$ cat src/rtl/avalon_msg_arbiter.sv
// Message-level round-robin arbiter: merges NUM_LANES Avalon-ST sources onto
// one Avalon-ST sink. A lane is locked from its sop beat to its eop beat, so
// beats of different messages never interleave on the output.
// Optional feature macro: DROP_ORPHAN_EN -- while idle, beats presented
// without sop are accepted and discarded, reported on orphan_drop_indi.
//
// state     | meaning
// ----------+--------------------------------------------------------------
// ST_IDLE   | no lane owns the output; arbitrate among lanes presenting sop
// ST_LOCKED | lane grant_lane is muxed onto the output until its eop beat
module avalon_msg_arbiter #(
  parameter int NUM_LANES           = 4,
  parameter int DATA_WIDTH_IN_BYTES = 8,
  parameter int STALL_TIMEOUT       = 255,
  localparam int DBW = DATA_WIDTH_IN_BYTES * 8,
  localparam int EW  = (DATA_WIDTH_IN_BYTES > 1) ? $clog2(DATA_WIDTH_IN_BYTES) : 1,
  localparam int LW  = (NUM_LANES > 1) ? $clog2(NUM_LANES) : 1
) (
  input  logic                     clk,
  input  logic                     rst,
  input  logic [NUM_LANES*DBW-1:0] in_data,
  input  logic [NUM_LANES-1:0]     in_valid,
  input  logic [NUM_LANES-1:0]     in_sop,
  input  logic [NUM_LANES-1:0]     in_eop,
  input  logic [NUM_LANES*EW-1:0]  in_empty,
  output logic [NUM_LANES-1:0]     in_rdy,
  output logic [DBW-1:0]           out_data,
  output logic                     out_valid,
  output logic                     out_sop,
  output logic                     out_eop,
  output logic [EW-1:0]            out_empty,
  input  logic                     out_rdy,
  output logic [LW-1:0]            grant_lane,
  output logic                     busy,
`ifdef DROP_ORPHAN_EN
  output logic                     orphan_drop_indi,
`endif
  output logic                     stall_indi
);

  localparam int CW = (STALL_TIMEOUT > 0) ? $clog2(STALL_TIMEOUT + 1) : 1;
  // Counter value at which the next idle cycle completes the timeout window.
  localparam logic [CW-1:0] TO_LAST = (STALL_TIMEOUT > 0) ? CW'(STALL_TIMEOUT - 1) : '0;

  typedef enum logic {ST_IDLE, ST_LOCKED} state_t;

  state_t          r_state;
  logic [LW-1:0]   r_rr_ptr;
  logic [LW-1:0]   r_grant;
  logic            r_busy;
  logic            r_stall;
  logic [CW-1:0]   r_idle_cnt;

  logic [NUM_LANES-1:0] w_req;
  logic                 w_any_req;
  logic [LW-1:0]        w_winner;
  logic [LW:0]          w_cand;
  logic                 w_locked;
  logic                 w_beat;
  logic [DBW-1:0]       w_lane_data;
  logic                 w_lane_valid;
  logic                 w_lane_sop;
  logic                 w_lane_eop;
  logic [EW-1:0]        w_lane_empty;

  assign w_req    = in_valid & in_sop;
  assign w_locked = (r_state == ST_LOCKED);

  // Round-robin search starting just after the last served lane; scanning from
  // the far end lets the nearest requesting lane overwrite earlier candidates.
  always_comb begin
    w_any_req = 1'b0;
    w_winner  = '0;
    w_cand    = '0;
    for (int k = NUM_LANES; k >= 1; k--) begin
      w_cand = {1'b0, r_rr_ptr} + (LW+1)'(k);
      if (w_cand >= (LW+1)'(NUM_LANES)) begin
        w_cand = w_cand - (LW+1)'(NUM_LANES);
      end
      if (w_req[w_cand[LW-1:0]]) begin
        w_any_req = 1'b1;
        w_winner  = w_cand[LW-1:0];
      end
    end
  end

  // Select the granted lane's inputs.
  always_comb begin
    w_lane_data  = '0;
    w_lane_valid = 1'b0;
    w_lane_sop   = 1'b0;
    w_lane_eop   = 1'b0;
    w_lane_empty = '0;
    for (int i = 0; i < NUM_LANES; i++) begin
      if (r_grant == LW'(i)) begin
        w_lane_data  = in_data[i*DBW +: DBW];
        w_lane_valid = in_valid[i];
        w_lane_sop   = in_sop[i];
        w_lane_eop   = in_eop[i];
        w_lane_empty = in_empty[i*EW +: EW];
      end
    end
  end

  assign out_data  = w_lane_data;
  assign out_valid = w_locked & w_lane_valid;
  assign out_sop   = w_locked & w_lane_sop;
  assign out_eop   = w_locked & w_lane_eop;
  assign out_empty = out_eop ? w_lane_empty : '0;
  assign w_beat    = out_valid & out_rdy;

`ifdef DROP_ORPHAN_EN
  logic [NUM_LANES-1:0] w_orphan;
  logic                 r_orphan_drop;

  assign w_orphan = in_valid & ~in_sop;
`endif

  // Backpressure routing: only the locked lane sees the sink ready.
  always_comb begin
    in_rdy = '0;
    if (w_locked) begin
      for (int i = 0; i < NUM_LANES; i++) begin
        if (r_grant == LW'(i)) begin
          in_rdy[i] = out_rdy;
        end
      end
    end
`ifdef DROP_ORPHAN_EN
    else begin
      in_rdy = w_orphan;
    end
`endif
  end

  // Arbitration FSM with message lock and idle-lane watchdog.
  always_ff @(posedge clk or negedge rst) begin
    if (!rst) begin
      r_state    <= ST_IDLE;
      r_rr_ptr   <= LW'(NUM_LANES - 1);
      r_grant    <= '0;
      r_busy     <= 1'b0;
      r_stall    <= 1'b0;
      r_idle_cnt <= '0;
    end else begin
      r_stall <= 1'b0;
      case (r_state)
        ST_IDLE: begin
          r_idle_cnt <= '0;
          if (w_any_req) begin
            r_grant <= w_winner;
            r_busy  <= 1'b1;
            r_state <= ST_LOCKED;
          end
        end
        ST_LOCKED: begin
          if (w_beat) begin
            r_idle_cnt <= '0;
            if (out_eop) begin
              r_rr_ptr <= r_grant;
              r_busy   <= 1'b0;
              r_state  <= ST_IDLE;
            end
          end else if (!w_lane_valid && (STALL_TIMEOUT > 0)) begin
            // Report and restart the window; the message stays locked.
            if (r_idle_cnt >= TO_LAST) begin
              r_stall    <= 1'b1;
              r_idle_cnt <= '0;
            end else begin
              r_idle_cnt <= r_idle_cnt + CW'(1);
            end
          end
        end
        default: r_state <= ST_IDLE;
      endcase
    end
  end

`ifdef DROP_ORPHAN_EN
  // One pulse for every idle cycle that discarded at least one orphan beat.
  always_ff @(posedge clk or negedge rst) begin
    if (!rst) begin
      r_orphan_drop <= 1'b0;
    end else begin
      r_orphan_drop <= (r_state == ST_IDLE) && (|w_orphan);
    end
  end

  assign orphan_drop_indi = r_orphan_drop;
`endif

  assign grant_lane = r_grant;
  assign busy       = r_busy;
  assign stall_indi = r_stall;

endmodule
$ cat config.mk
export PLATFORM = sky130hd
export DESIGN_NAME = avalon_msg_arbiter
export DESIGN_NICKNAME = d
export VERILOG_FILES = /design/src/rtl/avalon_msg_arbiter.sv
export SDC_FILE = /design/constraint.sdc
export NUM_CORES = 1
export LEC_CHECK = 0
export ABC_AREA = 1
export BUFFER_PORTS_ARGS = -buffer_cell sky130_fd_sc_hd__clkbuf_2
export CAP_MARGIN = 20
export CORE_AREA = 2 2 140 142
export CTS_CLUSTER_SIZE = 25
export DETAILED_ROUTE_END_ITERATION = 16
export DIE_AREA = 0 0 142 144
export PLACE_DENSITY = 0.5
export SETUP_SLACK_MARGIN = 0.05
export SLEW_MARGIN = 20
export SYNTH_ARGS = -nofsm -noshare
export SYNTH_HDL_FRONTEND = slang
export SYNTH_SLANG_ARGS = --single-unit
$ cat constraint.sdc
create_clock -name clk -period 4.5 [get_ports clk]
set_input_delay 0.9 -clock clk [delete_from_list [all_inputs] [get_ports clk]]
set_output_delay 0.9 -clock clk [all_outputs]
set_load 0.05 [all_outputs]
==> results of run 1 <==
## per-layer routing
metal  up-vias  GRT usage, %  part of all wire, %  wire [µm]
li1       2430             -                    -          -
met3        17          1.56                  6.3       1060
met5         -             0                    0          0
met4         0          3.00                  1.7        291
met1      2074          21.0                   46       7710
met2       201          24.4                   46       7750
## registers in the layout, summed over array words and instances, names as in the netlist
register and count:
grant_lane 2, r_state 1, r_idle_cnt 8, r_rr_ptr 2, busy 1, stall_indi 1
## cells in the final DEF, fill, tap and decap left out, types with 2 or more instances in the layout
cell type  instances
inv_1             23
inv_2              4
xor2_1             5
clkbuf_2         360
o21ai_0            2
nand3b_1           2
nor3_1             3
nand2_1          324
nand4_1           75
and2_1             2
nand3_1            7
clkbuf_16          3
ha_1               2
o21ai_2            2
dfstp_2            2
o221ai_1           4
a21oi_1            4
dfrtp_1           13
buf_4              6
nor2_4             3
nor2_1            19
## through the flow
stage / setup WS (ps) / total power [mW] / instances
final: 915 / 3.99 / 1112
after global routing: 637 / 4.25 / 1112
after CTS: 830 / 4.02 / 1112
after detailed placement: 1100 / 3.83 / 1108
after global placement: 1110 / 3.84 / 1108
after floorplan: 1430 / 2.86 / 532
## cell families after synthesis
family | Yosys count | share of synthesized area (%)
simple gates | 436 | 69.3
buf+inv | 56 | 8.95
compound gates | 17 | 4.75
flops | 15 | 14.1
xor+xnor | 6 | 1.96
fa+ha+maj | 2 | 0.932
## worst max path at each step
stage / endpoint / slack (ps)
3_5_place_dp: out_data[1] / 1100
3_3_place_gp: out_data[1] / 1110
4_1_cts: out_data[1] / 830
6_report: out_data[1] / 920
2_1_floorplan: out_empty[0] / 1430
5_1_grt: out_data[1] / 640
## worst register-to-register path: cells and delay by family, from the launching register on
kind	cells	cell delay (ps)
AND/OR/NAND/NOR	5	810
buffers and inverters	1	500
AO/OA/AOI/OAI	1	150
flip-flops	1	500
## cell type report
| cell class | count | area [µm²] | area share, % |
|---|---|---|---|
| Clock buffer | 4 | 78.8 | 1.64 |
| Inverter | 27 | 101 | 2.11 |
| Multi-Input combinational cell | 461 | 2080 | 43.3 |
| Sequential cell | 15 | 378 | 7.87 |
| Tap cell | 238 | 298 | 6.20 |
| Timing Repair Buffer | 367 | 1870 | 38.9 |
## power breakdown
group          internal [mW]  switching (mW)  total [mW]
Combinational          0.784            2.79        3.57
Sequential             0.176          0.0662       0.243
Clock                  0.120          0.0574       0.178
==> metrics.md, run 1 <==
| Metric | Value |
|---|---|
| Setup TNS | 0 ps |
| Most common cell on crit path | nand2_1 |
| Area grow syn2layout | 78.8% |
| HPWL after DPL | 14.0 mm |
| TritonCTS buffer count | 3 |
| Htree depth | 1 |
| Yosys top cell by area | nand2_1 |
| Cell count after synthesis | 532 |
| Initial DRT Pass Iterations | 4 |
| Relative slew slack | 35.8% |
| Global Route Usage Sum | 14.8% |
| Number of antenna diodes | 0 |
| Sequential area share after synthesis | 14.1% |
| Starting DRT DRC Count | 221 |
| Main flop type after synthesis | dfrtp_1 |
| Largest net degree at the start of global routing | 51 |
| Placed instance area | 0.00472 mm² |
| Ys Warns | 0 |
| Post-route minimum period | 3580 ps |
| Worst R2R End | busy$_DFFE_PN0P_ |
| Mapped Area | 0.00269 mm² |
| Fin. Hold Viols | 0 |
| Post-CTS sizing | 0 |
| Peak Freq | 279 MHz |
| Slowest cell delay on critical path | 520 ps |
| Hold_sp | busy$_DFFE_PN0P_ |
| Slowest cell on crit path | buf_4 |
| Fin crit share | 79.7% |
| Final Util | 25.2% |
| Worst slew pin tran | 963 ps |
| Skew final | 2.20 ps |
| Layout fillers | 2273 |
| First-pass GRT wire length | 24.0 mm |
| Hold WS | 471 ps |
| Via Count | 4722 |
| Die Y | 144 µm |
| Port buffer count | 360 |
| Initial core utilization | 14.1% |
| Synth async-reset ratio | 100% |
| Row cnt | 51 |
| PD cells | 832 mW/mm² |
| Syn avg cell area | 5.05 µm² |
| Grt ovf | 0 |
| Die X | 142 µm |
| Vias in the first global route | 4411 |
| Required @ worst endpoint | 3600 ps |
| Setup violations, final | 0 |
| Critical R2R Launch | grant_lane[0]$_DFFE_PN0P_ |
| CTS tree | built |
| Largest delay share family, worst path | buffers and inverters |
| Leakage power | 2.82 nW |
| WP depth | 6 |
| Hold Path Class | flop to flop |
| Synth top area cells | nand2_1 (45%), nand4_1 (17%), dfrtp_1 (12%) |
| FF-to-FF path depth | 7 |
| Mapped Nets | 817 |
| Core area | 0.0191 mm² |
| Status | finished clean |
| Clock Latency Late Sink | 250 ps |
| R2R Setup Slk | 2430 ps |
| Post-synth top area share | 45.3% |
| Drt total wl | 16.8 mm |
| Nets | 1160 |
| Io pins | 361 |
| Min-Delay Path Depth | 2 |
| Most instantiated library cell after synthesis | nand2_1 |
| Via density | 4.25 |
| DRC viols | 0 |
| Die area | 0.0204 mm² |
| Layout cell share with drive strength beyond 1 | 43.8% |
| ANT nets after route | 0 |
| CTS Root Buffer Type | clkbuf_16 |
| Hold Crit Endpoint | busy$_DFFE_PN0P_ |
| Clk buf depth | 2 |
| Number of hold buffers added after cts | 0 |
| Worst EP arrival | 2680 ps |
| Crit Path Max Fanout | 41 |
| Peak supply drop | 0.353 mV |
| Seq cells post-synth | 15 |
| Initial antenna violation count | 0 |
| Unrepaired setup endpoints after global routing | no |
| Gpl congestion | 0.865 |
| Avg WL per Cell | 15.1 µm |
| Post-CTS Setup Bufs | 0 |
| Max Slew Vio Count | 0 |
| Critical Path Start Type | flop |
| Post-synth cell types | 30 |
| Final Cell Area | 0.00480 mm² |
| Number of synthesized flops with an enable pin | 0 |
| Crit Path Category | flop to primary output |
| Crit path cell chain | nand2_1 -> inv_2 -> buf_4 -> nand2_1 -> nand4_1 -> clkbuf_2 |
| Clock transition at the registers of the reported paths | 50 ps |
| CP Buf/Inv Count | 3 |
| Crit path launch | grant_lane[0]$_DFFE_PN0P_ |
| Clock sink total | 15 |
| Critical Path End Type | primary output |
| Max_cap viols | 0 |
| Most frequent cells after synthesis | nand2_1 (324), nand4_1 (75), inv_1 (23) |
(Power assumes the default switching activity.)
==> inputs of run 2 (changes only) <==
- CORE_AREA: 2 2 140 142 -> 2 2 142 144
- DIE_AREA: 0 0 142 144 -> 0 0 144 146
- PLACE_DENSITY: 0.5 -> 0.49
- clock period: 4.5 -> 3.75 ns (I/O delays scaled with it)
==> run 2 against run 1 <==
  * Hold slack got worse by 45 ps
  * Clock power is 19% higher
  * Sequential cell count did not move
  * Clock-buffer cell count unchanged
  * Global-route usage decreased by 0.59 points
  * Register-to-register slack lost 560 ps
  * Total power grew 19%
  * Sequential share of layout area decreased by 0.083 points
  * Worst setup slack got worse by 230 ps
  * Combinational power grew 19%
  * Core utilization decreased by 0.067 points
==> metrics.md, run 2 (synthesis gave the netlist of run 1 again) <==
| Metric | Value |
|---|---|
| Max Slew Vio Count | 0 (unchanged) |
| Final Cell Area | 0.00485 mm² (+1.1%) |
| Hold Path Class | input pin to asynchronous set/reset pin |
| Commonest non-fill, non-tap cells in the layout | clkbuf_2 (360), nand2_1 (324), nand4_1 (75) |
| PD cells | 982 mW/mm² (+18%) |
| Crit Path Category | flop to primary output |
| Initial DRT Pass Iterations | 4 (unchanged) |
| CTS Root Buffer Type | clkbuf_16 |
| Clock sink total | 15 (unchanged) |
| Via Count | 4713 (-0.19%) |
| Clk buf depth | 2 (unchanged) |
| Global Route Usage Sum | 14.2% (-0.59 points) |
| Clock transition at the registers of the reported paths | 50 ps (about the same) |
| Post-route minimum period | 3060 ps |
| Critical Path End Type | primary output |
| Critical Path Start Type | flop |
| Starting DRT DRC Count | 206 (-6.8%) |
| Htree depth | 1 (unchanged) |
| Unrepaired setup endpoints after global routing | no |
| Most common cell after layout, fill and taps aside | clkbuf_2 |
| Total Power Consumption | 4.77 mW (+19%) |
| HPWL after DPL | 13.7 mm (-2.5%) |
| Nets | 1162 (+0.17%) |
| Relative slew slack | 63.5% (+28 points) |
| Crit Path Max Fanout | 34 (-17%) |
| Worst slew pin tran | 546 ps (-417 ps) |
| Leakage power | 2.83 nW (+0.34%) |
| Layout cell share with drive strength beyond 1 | 43.9% (+0.13 points) |
| Layout fillers | 2281 (+0.35%) |
| Drt total wl | 16.5 mm (-1.9%) |
| First-pass GRT wire length | 24.2 mm (+0.86%) |
| DRC viols | 0 (unchanged) |
| TritonCTS buffer count | 3 (unchanged) |
| Max FFs per register | 8 (unchanged) |
| Fin. Hold Viols | 0 (unchanged) |
| Fin crit share | 81.7% |
| Avg WL per Cell | 14.4 µm (-4.5%) |
| Die area | 0.0210 mm² (+2.8%) |
| Initial core utilization | 13.9% (-0.19 points) |
| Max_cap viols | 0 (unchanged) |
| Die X | 144 µm (+1.4%) |
| Grt ovf | 0 (unchanged) |
| Row cnt | 51 (unchanged) |
| Most flops, register | r_idle_cnt |
| Via density | 4.13 (-2.8%) |
| Area grow syn2layout | 80.8% |
| Clock Latency Late Sink | 240 ps (about the same) |
| Worst EP arrival | 2310 ps (-370 ps) |
| Setup violations, final | 0 (unchanged) |
| Core area | 0.0193 mm² (+1.3%) |
| Largest net degree at the start of global routing | 40 (-22%) |
| FF-to-FF path depth | 8 (+1) |
| Setup TNS | 0 ps (unchanged) |
| ANT nets after route | 0 (unchanged) |
| Placed instance area | 0.00477 mm² (+1.0%) |
| Skew final | 1.48 ps (-0.721 ps) |
| Gpl congestion | 0.910 (+5.2%) |
| Required @ worst endpoint | 3000 ps (-600 ps) |
| Vias in the first global route | 4559 (+3.4%) |
| Status | finished clean |
| CTS tree | built |
| Die Y | 146 µm (+1.4%) |
| Initial antenna violation count | 1 (+1) |
| Port buffer count | 360 (unchanged) |
| Post-CTS sizing | 0 (unchanged) |
| Peak supply drop | 0.478 mV (+35%) |
| Post-CTS Setup Bufs | 0 (unchanged) |
| Peak Freq | 326 MHz |
| Io pins | 361 (unchanged) |
| Number of hold buffers added after cts | 0 (unchanged) |
run 2: changes by cell type in the layout (fill, tap and decap cells not counted):
cell / previous run / this run
buf_4: 6 / 8
diode_2: 0 / 1
run 2: layout make-up:
cell class / count / area, µm² / area share (%)
Multi-Input combinational cell: 461 / 2080 / 42.8
Timing Repair Buffer: 369 / 1880 / 38.8
Sequential cell: 15 / 378 / 7.79
Tap cell: 265 / 332 / 6.83
Inverter: 27 / 101 / 2.09
Clock buffer: 4 / 78.8 / 1.62
Antenna cell: 1 / 2.50 / 0.0516
run 2: layer usage:
| metal | up-vias | global-route usage [%] | part of all wire, % |
|---|---|---|---|
| met5 | - | 0 | 0 |
| met4 | 0 | 2.11 | 0.77 |
| met3 | 12 | 3.16 | 8.8 |
| met2 | 208 | 25.8 | 49 |
| met1 | 2063 | 17.4 | 42 |
| li1 | 2430 | - | - |
run 2: through the flow:
step	util, %	hold slack [ps]	std cells	setup WS, ps
4_1_cts	25.1	454	1141	654
3_5_place_dp	24.7	466	1137	924
3_3_place_gp	24.7	464	1137	927
6_report	25.1	426	1142	686
2_1_floorplan	-	454	532	833
5_1_grt	25.1	466	1141	474
run 2: power by group:
part           internal (mW)  switching [mW]
logic                  0.947            3.32
clock network          0.144          0.0668
registers              0.212          0.0806
total                   1.30            3.46
run 2: worst max-delay path, cell delays in order, from the launching register on:
cell and delay, ps:
dfrtp_1 500, nand2_1 210, inv_2 90, buf_4 340, nand2_1 130, o21ai_2 120
nand2_1 150, a21oi_1 200, clkbuf_2 310
run 2: final timing paths:
| check | startpoint | end | slack (ps) |
|---|---|---|---|
| hold / removal | rst | r_idle_cnt[7]$_DFFE_PN0P_ | 430 |
| hold reg to reg | busy$_DFFE_PN0P_ | busy$_DFFE_PN0P_ | 480 |
| setup reg to reg | grant_lane[0]$_DFFE_PN0P_ | busy$_DFFE_PN0P_ | 1870 |
| max in group asynchronous | rst | r_rr_ptr[1]$_DFFE_PN1P_ | 3000 |
| min in group clk | busy$_DFFE_PN0P_ | busy$_DFFE_PN0P_ | 480 |
| setup / recovery | grant_lane[0]$_DFFE_PN0P_ | out_empty[2] | 690 |
==> inputs of run 3 (changes only) <==
- clock period: 3.75 -> 3.2 ns (I/O delays scaled with it)
==> run 3 against run 2 <==
  * Combinational power up 17%
  * Non-clock buffer count down 1
  * Critical path type unchanged
  * Clock power up 19%
  * Highest routed layer unchanged
  * Global-route usage about the same
  * Clock-buffer cell count down 1
  * Wire length down 1.0%
  * Largest cell class unchanged
  * Die area unchanged
==> metrics.md, run 3 (synthesis gave the netlist of run 1 again) <==
| Metric | Value |
|---|---|
| FF+latch area | 378 µm² (unchanged) |
| Die area | 0.0210 mm² (unchanged) |
| Clock sink total | 15 (unchanged) |
| Total Power Consumption | 5.60 mW (+17%) |
| Drt total wl | 16.3 mm (-1.0%) |
| Crit path cell chain | inv_2 -> nand2_2 -> inv_2 -> buf_4 -> nand2_1 -> nand4_1 -> clkbuf_2 |
| ANT nets after route | 0 (unchanged) |
| Grt ovf | 0 (unchanged) |
| Crit path launch | grant_lane[0]$_DFFE_PN0P_ |
| Slowest cell on crit path | dfrtp_1 |
| Via Count | 4715 (+0.042%) |
| Gpl congestion | 0.889 (-2.3%) |
| Clock transition at the registers of the reported paths | 50 ps (about the same) |
| Post-CTS Setup Bufs | 0 (unchanged) |
| Setup TNS | 0 ps (unchanged) |
| TritonCTS buffer count | 3 (unchanged) |
| Unrepaired setup endpoints after global routing | no |
| Max FFs per register | 8 (unchanged) |
| Largest delay share family, worst path | buffers and inverters |
| Global Route Usage Sum | 14.2% (-0.043 points) |
| Multi-input gate area | 0.00208 mm² (unchanged) |
| Critical Path Start Type | flop |
| Peak supply drop | 0.769 mV (+61%) |
| PD cells | 1150 mW/mm² (+17%) |
| Initial core utilization | 13.9% (unchanged) |
| Io pins | 361 (unchanged) |
| Relative slew slack | 69.6% (+6.0 points) |
| Max_cap viols | 0 (unchanged) |
| Layout cell share with drive strength beyond 1 | 44.0% (+0.050 points) |
| Row cnt | 51 (unchanged) |
| Worst slew pin tran | 456 ps (-89.9 ps) |
| Htree depth | 1 (unchanged) |
| First-pass GRT wire length | 23.7 mm (-1.9%) |
| Critical Path End Type | primary output |
| Crit Path Category | flop to primary output |
| Core area | 0.0193 mm² (unchanged) |
| Commonest non-fill, non-tap cells in the layout | clkbuf_2 (359), nand2_1 (324), nand4_1 (75) |
| Die X | 144 µm (unchanged) |
| Max Slew Vio Count | 0 (unchanged) |
| Hold WS | 312 ps (-114 ps) |
| CP Buf/Inv Count | 4 (+1) |
| Worst R2R End | busy$_DFFE_PN0P_ |
| HPWL after DPL | 13.4 mm (-1.9%) |
| Post-CTS sizing | 0 (unchanged) |
| Crit Path Max Fanout | 35 (+2.9%) |
| Avg WL per Cell | 14.3 µm (-0.95%) |
| Via density | 4.13 (+0.13%) |
| Skew final | 4.15 ps (+2.67 ps) |
| Clock Latency Late Sink | 250 ps (about the same) |
| WP depth | 7 (-1) |
| Initial antenna violation count | 1 (unchanged) |
| Initial DRT Pass Iterations | 4 (unchanged) |
| Fin crit share | 87.1% |
| Most common cell after layout, fill and taps aside | clkbuf_2 |
| Starting DRT DRC Count | 309 (+50%) |
| Critical R2R Launch | grant_lane[0]$_DFFE_PN0P_ |
| Status | finished clean |
| Slowest cell delay on critical path | 480 ps (-20 ps) |
| Crit path capture | out_data[51] |
| Area grow syn2layout | 81.1% |
| CTS tree | built |
| Port buffer count | 360 (unchanged) |
| FF-to-FF path depth | 8 (unchanged) |
| Most common cell on crit path | inv_2 |
| Number of hold buffers added after cts | 0 (unchanged) |
| Leakage power | 2.84 nW (about the same) |
| R2R Setup Slk | 1440 ps (-430 ps) |
| CTS Root Buffer Type | clkbuf_16 |
| Most flops, register | r_idle_cnt |
| Vias in the first global route | 4400 (-3.5%) |
| Nets | 1161 (-0.086%) |
| Setup violations, final | 0 (unchanged) |
| Fin. Hold Viols | 0 (unchanged) |
| Post-route minimum period | 2790 ps |
| Die Y | 146 µm (unchanged) |
| Worst EP arrival | 2150 ps (-160 ps) |
| Clk buf depth | 2 (unchanged) |
| Layout fillers | 2255 (-1.1%) |
| Peak Freq | 359 MHz |
| Largest net degree at the start of global routing | 62 (+55%) |
| Hold Path Class | input pin to asynchronous set/reset pin |
| DRC viols | 0 (unchanged) |
| Required @ worst endpoint | 2560 ps (-440 ps) |
[run 3: how the worst min path moves through the flow]
stage	from	to	slack [ps]	cells past startpoint
after detailed placement	busy$_DFFE_PN0P_	busy$_DFFE_PN0P_	470	2
after CTS	rst	r_idle_cnt[6]$_DFFE_PN0P_	330	1
after floorplan	rst	busy$_DFFE_PN0P_	340	0
after global placement	busy$_DFFE_PN0P_	busy$_DFFE_PN0P_	470	2
final	rst	r_idle_cnt[6]$_DFFE_PN0P_	310	1
after global routing	rst	r_idle_cnt[6]$_DFFE_PN0P_	350	1
[run 3: routing by layer]
metal	vias up	GRT usage [%]	wire, µm
li1	2426	-	-
met5	-	0	0
met4	0	2.70	165
met3	12	2.20	1290
met1	2045	18.0	7000
met2	232	25.3	7860
[run 3: where the power goes]
group	internal, mW	switching [mW]
clock network	0.167	0.0836
logic	1.12	3.87
registers	0.248	0.100
[run 3: stage by stage]
stage | instance area, µm² | cells | setup WS (ps) | util (%)
finish | 4860 | 1141 | 413 | 25.1
global route | 4860 | 1140 | 276 | 25.1
CTS | 4860 | 1140 | 400 | 25.1
detailed placement | 4780 | 1136 | 659 | 24.7
global placement | 4780 | 1136 | 639 | 24.7
floorplan | 2690 | 532 | 393 | -
[run 3: layout make-up]
cell class              instances  area share, %
clock buffers                   3           1.54
well taps                     265           6.82
inverters                      27           2.08
clock inverters                 1          0.103
repair buffers                368           38.9
multi-input cells             461           42.8
diodes                          1         0.0515
flip-flops and latches         15           7.77
